### src/rtl/linebuf_window_ctrl.sv
// ----------------------------------------------------------------------------
// linebuf_window_ctrl
// Walks a FIG_HEIGHT x FIG_WIDTH frame pixel by pixel, feeding a line buffer,
// and flags every position where a complete KERNEL x KERNEL window (stride 1)
// is available. Windows are only released when downstream can take them;
// non-window pixels (the fill region) never stall.
//
// Ports
//   clk, rst_n            clock, asynchronous active-low reset
//   start                 frame start request (sampled in IDLE only)
//   abort                 synchronous frame cancel
//   pix_valid/pix_ready   upstream pixel handshake
//   lb_in_valid           line-buffer write strobe (= pix_valid & pix_ready)
//   win_ready             downstream can accept a window next cycle
//   win_valid             registered pulse: window available
//   win_row, win_col      top-left coordinate of the flagged window
//   busy                  frame in progress (FILL or RUN)
//   done                  one-cycle frame-complete pulse
// ----------------------------------------------------------------------------
module linebuf_window_ctrl #(
    parameter int unsigned FIG_WIDTH  = 28,
    parameter int unsigned FIG_HEIGHT = 28,
    parameter int unsigned KERNEL     = 3,
    parameter int unsigned COORD_W    = 5
) (
    input  logic               clk,
    input  logic               rst_n,
    input  logic               start,
    input  logic               abort,
    input  logic               pix_valid,
    output logic               pix_ready,
    output logic               lb_in_valid,
    input  logic               win_ready,
    output logic               win_valid,
    output logic [COORD_W-1:0] win_row,
    output logic [COORD_W-1:0] win_col,
    output logic               busy,
    output logic               done
);

    localparam int unsigned COL_W = (FIG_WIDTH  > 1) ? $clog2(FIG_WIDTH)  : 1;
    localparam int unsigned ROW_W = (FIG_HEIGHT > 1) ? $clog2(FIG_HEIGHT) : 1;

    localparam logic [COL_W-1:0] COL_LAST = COL_W'(FIG_WIDTH - 1);
    localparam logic [ROW_W-1:0] ROW_LAST = ROW_W'(FIG_HEIGHT - 1);
    localparam logic [COL_W-1:0] COL_K1   = COL_W'(KERNEL - 1);
    localparam logic [ROW_W-1:0] ROW_K1   = ROW_W'(KERNEL - 1);

    typedef enum logic [1:0] {
        IDLE = 2'd0,
        FILL = 2'd1,
        RUN  = 2'd2,
        DONE = 2'd3
    } state_t;

    state_t state, state_nxt;

    logic [COL_W-1:0] col;
    logic [ROW_W-1:0] row;

    logic active;
    logic is_win;
    logic accept;
    logic fill_end;
    logic last_pix;
    logic win_fire;

    // ------------------------------------------------------------------
    // Handshake and position decode
    // ------------------------------------------------------------------
    always_comb begin
        active      = (state == FILL) || (state == RUN);
        is_win      = (row >= ROW_K1) && (col >= COL_K1);
        // Only window positions need downstream room; fill pixels always flow.
        pix_ready   = active && (!is_win || win_ready);
        accept      = pix_valid && pix_ready;
        lb_in_valid = accept;
        fill_end    = (row == ROW_K1) && (col == COL_K1);
        last_pix    = (row == ROW_LAST) && (col == COL_LAST);
        // A window accepted in the abort cycle is dropped.
        win_fire    = accept && is_win && !abort;
        busy        = active;
        done        = (state == DONE);
    end

    // ------------------------------------------------------------------
    // FSM
    // ------------------------------------------------------------------
    always_ff @(posedge clk or negedge rst_n) begin
        if (!rst_n) begin
            state <= IDLE;
        end else begin
            state <= state_nxt;
        end
    end

    always_comb begin
        state_nxt = state;
        case (state)
            IDLE: begin
                if (start && !abort) begin
                    state_nxt = FILL;
                end
            end
            FILL: begin
                if (abort) begin
                    state_nxt = IDLE;
                end else if (accept && last_pix) begin
                    // Degenerate frame where the first window is also the last pixel.
                    state_nxt = DONE;
                end else if (accept && fill_end) begin
                    state_nxt = RUN;
                end
            end
            RUN: begin
                if (abort) begin
                    state_nxt = IDLE;
                end else if (accept && last_pix) begin
                    state_nxt = DONE;
                end
            end
            DONE: begin
                state_nxt = IDLE;
            end
            default: begin
                state_nxt = IDLE;
            end
        endcase
    end

    // ------------------------------------------------------------------
    // Position counters: held at zero outside FILL/RUN, so they are clear
    // on entry to FILL and after abort; advance on accepted pixels only.
    // ------------------------------------------------------------------
    always_ff @(posedge clk or negedge rst_n) begin
        if (!rst_n) begin
            col <= '0;
            row <= '0;
        end else if (!active || abort) begin
            col <= '0;
            row <= '0;
        end else if (accept) begin
            if (col == COL_LAST) begin
                col <= '0;
                row <= (row == ROW_LAST) ? '0 : row + 1'b1;
            end else begin
                col <= col + 1'b1;
            end
        end
    end

    // ------------------------------------------------------------------
    // Window strobe and coordinates (coordinates hold between strobes)
    // ------------------------------------------------------------------
    always_ff @(posedge clk or negedge rst_n) begin
        if (!rst_n) begin
            win_valid <= 1'b0;
            win_row   <= '0;
            win_col   <= '0;
        end else begin
            win_valid <= win_fire;
            if (win_fire) begin
                win_row <= COORD_W'(row - ROW_K1);
                win_col <= COORD_W'(col - COL_K1);
            end
        end
    end

endmodule
### config.mk
export PLATFORM = sky130hd
export DESIGN_NAME = linebuf_window_ctrl
export DESIGN_NICKNAME = d
export VERILOG_FILES = /design/src/rtl/linebuf_window_ctrl.sv
export SDC_FILE = /design/constraint.sdc
export NUM_CORES = 1
export LEC_CHECK = 0
export BUFFER_PORTS_ARGS = -buffer_cell sky130_fd_sc_hd__buf_2
export CAP_MARGIN = 20
export CORE_ASPECT_RATIO = 0.7
export CORE_UTILIZATION = 60
export CTS_CLUSTER_SIZE = 40
export DETAILED_ROUTE_END_ITERATION = 12
export HOLD_SLACK_MARGIN = 0.08
export PLACE_DENSITY_LB_ADDON = 0.05
export SYNTH_ARGS = -nofsm -noshare
export SYNTH_HDL_FRONTEND = slang
export SYNTH_SLANG_ARGS = --single-unit
### constraint.sdc
create_clock -name clk -period 3.8 [get_ports clk]
set_input_delay 0.19 -clock clk [delete_from_list [all_inputs] [get_ports clk]]
set_output_delay 0.19 -clock clk [all_outputs]
set_load 0.02 [all_outputs]
==> metrics.txt, run 1 <==
status complete, no violations; area grow syn2layout 11.0%; CTS H-Tree Depth 1; Syn Inst Count 151; Crit Path Class register to output port; Cell Area, Placed ~1500 um2; CP required 3.61 ns; Reg clk slew, reported paths about 0.12 ns; fin crit period between 2 and 3 ns; Max stage delay on crit path 0.43 ns; Async SR Flop Fraction 1.00; WL final about 2.8 mm; fillers approximately 180; RSZ-0062 raised after global routing false; clk buf depth 2; Main synth FF type dfrtp_1; Int Pwr 0.431 mW; Post-synth top cells dfrtp_1, nand2_1, o21ai_0; Lkg Pwr between 0.7 and 0.8 nW; Setup crit start kind register; Placed Cells around 200; Post-synth EDFFs 0; post-route clock period utilization 0.660; pre-CTS setup slack 1.50 ns; FP Rows 14; Synth Warn # 0; Max Clk Rate approximately 400 MHz; Inserted Diodes 0; Root Driver clkbuf_4; WL/cell 13.8 um; Clock Latency Late Sink about 0.32 ns; gr usage total 0.248; Yosys cell types 38; nets 190; Final Power 0.775 mW; critical-path cell list inv_1 > ha_1 > nand2_1 > o41ai_2 > nor2_2 > inv_1 > buf_2; number of global-route vias before repair 1096; post-layout instance area 1550 um2; net switching power between 0.3 and 0.4 mW; CP Max Fanout 15; Seq/Total Area, Yosys 0.413; count leader, synth dfrtp_1; Critical-path top delay cell o41ai_2; Critical Path Sink Type output port; top area cells in the synthesized netlist dfrtp_1, ha_1, nand2_1, o21ai_0, a21oi_1; worst hold path class input pin to register; Finished Layout Cells between 200 and 250; Crit path arrival time roughly 2.3 ns; # clock sinks 23; slew margin rel. 0.669; largest net degree at the start of global routing 24; Combinational Power Share 0.485; DRT antenna net count 0; final setup vio count 0; setup_tns 0 ns; worst ir drop on vdd 0.000485 V; die width 59.6 um; Worst Clk Skew approximately 0.0024 ns; Yosys reg bits 23; PostCTS Resize Cnt 0; Hold Violations, Final 0; Initial Utilization 0.642; drt initial violations 54; global-route wire length before repair 4.71 mm; area leader, netlist dfrtp_1; worst-margin pin slew about 0.50 ns; switching share of power 0.443; hpwl dp between 2 and 2.5 mm; antenna violations before repair 0; IO Count 21; grt ovf 0; Synth top area share 0.413; Mapped Area between 1000 and 1500 um2; die height approximately 42 um; Max-cap violations 0; layout cells sized above 1 0.188; via count 1181; setup ws final roughly 1.3 ns; routed vias/inst 5.85; PD cells between 500 and 600 nW/um2; CTS tree built; Num CTS Buffers 3; Max Slew Vio Count 0; Reg power frac 0.366; syn_nets 170; syn avg cell area 9.23 um2; GP Congestion 0.837; Die ar. 2520 um2; core area about 2200 um2; Worst path most repeated cell inv_1; # DRC 0; Clk pwr share 0.149; # port buffers 20; DR pass1 iterations 4
## flip-flops by register name (all words and copies together) (netlist names)
signal	cells
win_row	5
row	5
win_col	5
win_valid	1
state	2
col	5
## power groups by stage
stage	clock (mW)	sequential, mW	combinational, mW
after detailed placement	0	0.288	0.368
after CTS	0.116	0.284	0.371
final	0.115	0.283	0.376
after global placement	0	0.286	0.353
after global routing	0.125	0.288	0.405
after floorplan	0	0.283	0.292
## final cells by class
class	instances	area (um2)	area share
Inverter	11	41.3	0.0267
Sequential cell	23	576	0.372
Multi-Input combinational cell	110	744	0.481
Clock buffer	3	22.5	0.0146
Clock inverter	1	5.00	0.00324
Timing Repair Buffer	22	118	0.0761
Tap cell	32	40.0	0.0259
## metal layers
| metal | part of all wire | routed length (um) | vias to the layer above | global-route usage |
|---|---|---|---|---|
| met5 | 0 | 0 | - | 0 |
| met1 | 0.46 | 1270 | 561 | 0.320 |
| met2 | 0.47 | 1300 | 44 | 0.416 |
| met3 | 0.061 | 170 | 6 | 0.0648 |
| li1 | - | - | 570 | - |
| met4 | 0.014 | 40 | 0 | 0.0605 |
## cells by family (layout without fill, tap and decap cells)
family	count (synthesis)	after routing	share of synthesized area
AND/OR/NAND/NOR	53	53	0.215
AO/OA/AOI/OAI	39	39	0.163
flip-flops	23	23	0.413
buffers and inverters	18	37	0.0583
adder cells (fa/ha/maj)	13	13	0.117
XOR/XNOR	4	4	0.0251
multiplexers	1	1	0.00808
## repair_timing
item,4_1_cts,5_1_grt
endpoints found under the hold margin,23,0
setup buffers,0,0
hold buffers,1,0
## path summary, 6_finish.rpt
check,start,endpoint,slack (ns),depth (start not counted)
min in group asynchronous,rst_n,win_valid$_DFF_PN0_,0.38,2
worst max register to register,state[0]$_DFFE_PN0P_,row[2]$_DFFE_PN0P_,1.47,7
worst min register to register,win_col[1]$_DFFE_PN0P_,win_col[1]$_DFFE_PN0P_,0.49,2
worst min-delay path,abort,state[1]$_DFFE_PN0P_,0.25,3
worst max-delay path,state[0]$_DFFE_PN0P_,lb_in_valid,1.29,7
max in group asynchronous,rst_n,state[0]$_DFFE_PN0P_,3.09,2
## stage by stage
stage / hold WS, ns / util
after global routing: 0.241 / 0.712
after detailed placement: 0.185 / 0.691
after CTS: 0.240 / 0.709
final: 0.249 / 0.712
after global placement: 0.180 / 0.691
after floorplan: -0.106 / -
## cell usage in the layout, fill, tap and decap left out, drive strengths merged
| master | synthesis | routed |
|---|---|---|
| or3 | 5 | 5 |
| o41ai | 1 | 1 |
| a32o | 1 | 1 |
| a311oi | 1 | 1 |
| nand3 | 4 | 4 |
| or4 | 4 | 4 |
| nand4b | 1 | 1 |
| dfrtp | 23 | 23 |
| nor4bb | 1 | 1 |
| nand2 | 20 | 20 |
| clkinv | 0 | 1 |
| xnor2 | 4 | 4 |
| and4b | 2 | 2 |
| mux2 | 1 | 1 |
| inv | 11 | 11 |
| o311ai | 1 | 1 |
| nor2 | 5 | 5 |
| buf | 4 | 21 |
| a21o | 1 | 1 |
| or2b | 1 | 1 |
| a21oi | 14 | 14 |
| o21a | 1 | 1 |
| nand2b | 3 | 3 |
| nor2b | 2 | 2 |
| clkbuf | 3 | 3 |
| o31ai | 1 | 1 |
| nor4 | 2 | 2 |
| ha | 13 | 13 |
| nand4 | 1 | 1 |
| o21ai | 17 | 17 |
| dlygate4sd3 | 0 | 1 |
| nor3 | 2 | 2 |
| o22ai | 1 | 1 |
## worst max-delay path, delay by kind of cell, from the launching register on
kind,cells,cell delay [ns]
buffers and inverters,3,0.50
AOI/OAI and AO/OA,1,0.43
DFF,1,0.42
adders and majority gates,1,0.35
and+or+nand+nor,2,0.30
No activity file was read; power rests on OpenSTA's default activity.
==> run 2: changes to the inputs <==
ABC_AREA = 1   (was default)
CORE_UTILIZATION = 57   (was 60)
clock period = 2.5 ns   (was 3.8 ns; I/O delays follow)
==> metrics.txt, run 2 <==
status complete, no violations; WHS Path Cells 5; # DRC 0; Synth top area share 0.366; PD cells 752 nW/um2; worst hold margin just under 0.3 ns; Root Driver clkbuf_8; GP Congestion ~0.89; FP Rows 15; clk buf depth 2; setup_tns 0 ns; worst-margin pin slew 0.514 ns; Main synth FF type dfrtp_1; DRT antenna net count 0; Max Slew Vio Count 0; commonest non-fill, non-tap cell in the layout nand2_1; number of global-route vias before repair 1088; syn_nets just over 200; WL final approximately 2.9 mm; Initial Utilization 0.621; Die ar. 2980 um2; CTS tree built; Post-synth EDFFs 0; routed vias/inst between 5 and 6; Syn Inst Count approximately 190; fin crit period approximately 2.1 ns; worst ir drop on vdd between 0.0004 and 0.0005 V; Lkg Pwr 0.962 nW; Hold Violations, Final 0; DR pass1 iterations 4; final setup vio count 0; worst hold path class input pin to register; Clock Latency Late Sink 0.26 ns; Async SR Flop Fraction 1.00; Core Util, Final 0.686; nets roughly 230; via count 1218; post-route clock period utilization 0.842; FF-to-FF path depth 11; hpwl dp approximately 2.3 mm; Max Clk Rate about 470 MHz; Seq/Total Area, Yosys 0.366; core area 2530 um2; antenna violations before repair 0; Placed Cells 237; Num CTS Buffers 3; syn avg cell area between 8 and 9 um2; Critical Path Sink Type register; slew margin rel. 0.657; drt initial violations 62; Crit Path Class register to register; area leader, netlist dfrtp_1; die width around 65 um; Worst Clk Skew approximately 0.0030 ns; gr usage total 0.226; layout cells sized above 1 0.288; Post-synth top cells nand2_1, dfrtp_1, inv_1; grt ovf 0; CP required between 2 and 3 ns; Max-cap violations 0; # port buffers 20; die height roughly 46 um; Yosys cell types 25; Crit path arrival time around 2.3 ns; area grow syn2layout 10.5%; Synth Warn # 0; fillers approximately 220; commonest cells after routing, fill and taps aside nand2_1, dfrtp_1, inv_1; top area cells in the synthesized netlist dfrtp_1, ha_1, nand2_1, o21ai_2, inv_1; global-route wire length before repair slightly below 5 mm; CTS H-Tree Depth 1; Inserted Diodes 0; # clock sinks 23; CP Max Fanout 21; count leader, synth nand2_1; setup bufs post-CTS 0; largest net degree at the start of global routing 24; Setup crit start kind register; Finished Layout Cells around 240; IO Count 21; WL/cell ~12 um; Reg clk slew, reported paths roughly 0.08 ns; Yosys reg bits 23; Mapped Area between 1500 and 2000 um2; RSZ-0062 raised after global routing false
## run 2: cells by family (layout without fill, tap and decap cells)
logic type	Yosys count	after routing	share of synthesized area
adders and majority gates	13	13	0.103
AOI/OAI and AO/OA	23	23	0.110
buffers and inverters	28	50	0.0819
xor gates and xnor gates	8	8	0.0445
and+or+nand+nor	91	91	0.295
DFF	23	23	0.366
## run 2: layout make-up
cell class                 count  area, um2  share of cell area
multi-input combinational    135        870               0.500
tap                           34       42.5              0.0245
clock inverter                 1       5.00             0.00288
timing repair buffer          21        110              0.0633
inverter                      25       95.1              0.0547
clock buffer                   3       41.3              0.0237
sequential                    23        576               0.331
## run 2: critical path: stages (launching register included)
cell and delay, ns:
dfrtp_1 0.45, inv_1 0.13, ha_1 0.20, nand2_1 0.07, nor2_1 0.11, nand2_2 0.10, nand3_2 0.11, nand2_4 0.08
nor2_8 0.14, nand4_4 0.35, nand2_1 0.19, o21ai_2 0.06
## run 2: repair_timing
action                                 CTS  global route
hold buffers                             1             0
resized for setup                        0             0
endpoints found under the hold margin   23             0
## run 2: routing by layer
layer  track usage  vias up  wire length, um
met3        0.0550        4               86
met1         0.281      565             1360
met4         0.116        0               39
met2         0.373       18             1430
li1              -      631                -
met5             0        -                0
## run 2: path summary, 6_finish.rpt
path,startpoint,endpoint,slack [ns]
min in group asynchronous,rst_n,win_row[0]$_DFFE_PN0P_,0.36
hold / removal,start,state[1]$_DFFE_PN0P_,0.30
max in group asynchronous,rst_n,row[2]$_DFFE_PN0P_,1.79
setup / recovery,col[1]$_DFFE_PN0P_,win_col[4]$_DFFE_PN0P_,0.39
setup reg to reg,col[1]$_DFFE_PN0P_,win_col[4]$_DFFE_PN0P_,0.39
hold reg to reg,win_row[0]$_DFFE_PN0P_,win_row[0]$_DFFE_PN0P_,0.49
## run 2: power breakdown
part           switching [mW]  internal, mW
Sequential             0.0495         0.422
Combinational           0.410         0.196
Clock                   0.119         0.111
Total                   0.579         0.729
## run 2: per-stage QoR
stage | worst slack, ns | instance area [um2] | total power [mW]
final | 0.394 | 1740 | 1.31
after global routing | 0.218 | 1740 | 1.40
after CTS | 0.377 | 1740 | 1.32
after detailed placement | 0.385 | 1680 | 1.08
after global placement | 0.474 | 1680 | 1.06
after floorplan | 0.716 | 1570 | 0.931
==> run 3: changes to the inputs <==
CORE_UTILIZATION = 51   (was 57)
clock period = 1.7 ns   (was 2.5 ns; I/O delays follow)
==> metrics.txt, run 3 (synthesis results as in run 2) <==
status complete, but fails checks; failing checks setup timing; Critical-path top delay cell dfrtp_2; largest net degree at the start of global routing 24; Crit Path Class register to register; worst ir drop on vdd 0.000729 V; FF/Latch Area just under 600 um2; commonest non-fill, non-tap cell in the layout nand2_1; CP required between 1.5 and 2 ns; hpwl dp 2.42 mm; PD cells roughly 1200 nW/um2; CP bufs+invs 5; area grow syn2layout 42.5%; FF-to-FF path depth 12; setup_tns -0.622 ns; Combinational Power Share 0.606; met3 Usage GRT 0.0542; # clock sinks 23; critical-path cell list inv_2 > ha_4 > nand2_2 > nor2_2 > nand2_2 > buf_4 > buf_4 > buf_4 > nand4_4 > buf_12 > nand2_2 > o21ai_2; Initial Utilization 0.550; global-route wire length before repair between 5 and 6 mm; crit path from row[1]$_DFFE_PN0P_; die height ~48 um; CTS tree built; Root Driver clkbuf_8; clk buf depth 2; Clk pwr share 0.134; Clock Latency Late Sink around 0.27 ns; Critical Path Sink win_row[1]$_DFFE_PN0P_; FP Rows 16; WL final ~4.0 mm; worst-margin pin slew approximately 0.54 ns; via count about 1.4k; GRT met2 Usage 0.379; Lkg Pwr ~1.2 nW; net switching power about 1.1 mW; CTS H-Tree Depth 1; drt initial violations between 80 and 90; Num CTS Buffers 3; die width slightly below 70 um; worst hold path class input pin to register; pre-CTS setup slack -0.0190 ns; DRT antenna net count 0; gr usage total 0.223; multi-input combinational cell area ~1100 um2; slew margin rel. 0.640; # port buffers 20; Reg clk slew, reported paths about 0.080 ns; WL/cell 14.1 um; Setup crit start kind register; commonest cells after routing, fill and taps aside nand2_1, buf_4, dfrtp_1; # DRC 0; CP Max Fanout 21; Worst Clk Skew approximately 0.0018 ns; switching share of power 0.431; GP Congestion ~0.86; global route hottest layer met2; antenna violations before repair 0; met1 GRT Util 0.282; layout cells sized above 1 0.539; flop2flop setup slack -0.07 ns; Critical Path Sink Type register; grt ovf 0; Worst path top cell family by delay buffers and inverters; Crit path arrival time 1.96 ns; nets around 270; Int Pwr approximately 1.5 mW; DR pass1 iterations 4; RR Endpoint win_row[1]$_DFFE_PN0P_; routed vias/inst approximately 5; core area 2860 um2; post-route clock period utilization 1.04; critical path depth 12; fillers 188; IO Count 21; Max Slew Vio Count 0; Worst R2R Start row[1]$_DFFE_PN0P_; number of global-route vias before repair about 1.3k; Hold Violations, Final 0; Inserted Diodes 0; final setup vio count 15; fin crit period approximately 1.8 ns; Core Util, Final 0.784; Max Clk Rate 565 MHz; Max stage delay on crit path approximately 0.45 ns; setup ws final -0.0686 ns; Max-cap violations 0; RSZ-0062 raised after global routing true; Reg power frac 0.260; Die ar. approximately 3300 um2
[run 3: changes by cell type in the layout (fill, tap and decap cells not counted), moves of 4 or more]
cell     change
nand2_1      -6
inv_1        -7
nand2_2      +5
buf_6        +6
buf_4       +31
ha_1         -6
nor2_1       -7
nor2_2       +6
nand3_1      -5
ha_4         +4
inv_2        +7
[run 3: layout make-up]
cell class / count / share of cell area
sequential: 23 / 0.257
clock buffer: 4 / 0.0201
tap: 36 / 0.0201
inverter: 25 / 0.0435
multi-input combinational: 136 / 0.472
timing repair buffer: 57 / 0.187
[run 3: per-stage QoR]
stage	total power [mW]	cells	area (um2)	hold slack, ns
after detailed placement	1.75	262	1870	0.100
after global routing	2.78	281	2240	0.309
after floorplan	1.37	186	1580	-0.211
final	2.60	281	2240	0.279
after global placement	1.72	262	1870	0.0872
after CTS	2.29	274	2060	0.265
[run 3: what timing repair did]
item / 4_1_cts / 5_1_grt
pin swaps: 12 / 16
setup buffers: 7 / 7
cloned: 0 / 1
gates resized for setup: 21 / 36
hold buffers: 1 / 0
endpoints found under the setup margin: 19 / 25
endpoints found under the hold margin: 23 / 0
[run 3: worst min-delay path by stage]
stage                                end  cells after the start  start  slack (ns)
finish              state[1]$_DFFE_PN0P_                      6  start        0.28
detailed placement    row[0]$_DFFE_PN0P_                      1  rst_n        0.10
floorplan             col[0]$_DFFE_PN0P_                      0  rst_n       -0.21
CTS                 state[1]$_DFFE_PN0P_                      5  start        0.26
global placement      row[0]$_DFFE_PN0P_                      1  rst_n        0.09
global route        state[1]$_DFFE_PN0P_                      5  start        0.31
[run 3: worst min-delay path: cells and delay by family]
| kind | cells | cell delay [ns] |
|---|---|---|
| and+or+nand+nor | 5 | 0.34 |
| buffers and inverters | 1 | 0.10 |
[run 3: power by group through the flow]
| stage | clock [mW] | combinational (mW) | sequential [mW] |
|---|---|---|---|
| CTS | 0.356 | 1.26 | 0.670 |
| global route | 0.376 | 1.71 | 0.687 |
| detailed placement | 0 | 1.07 | 0.681 |
| global placement | 0 | 1.04 | 0.678 |
| finish | 0.350 | 1.58 | 0.676 |
| floorplan | 0 | 0.650 | 0.722 |
[run 3: metal layers]
layer | part of all wire | vias to the layer above
met5 | 0 | -
met4 | 0.0088 | 0
met3 | 0.036 | 4
met2 | 0.51 | 27
met1 | 0.44 | 696
li1 | - | 710
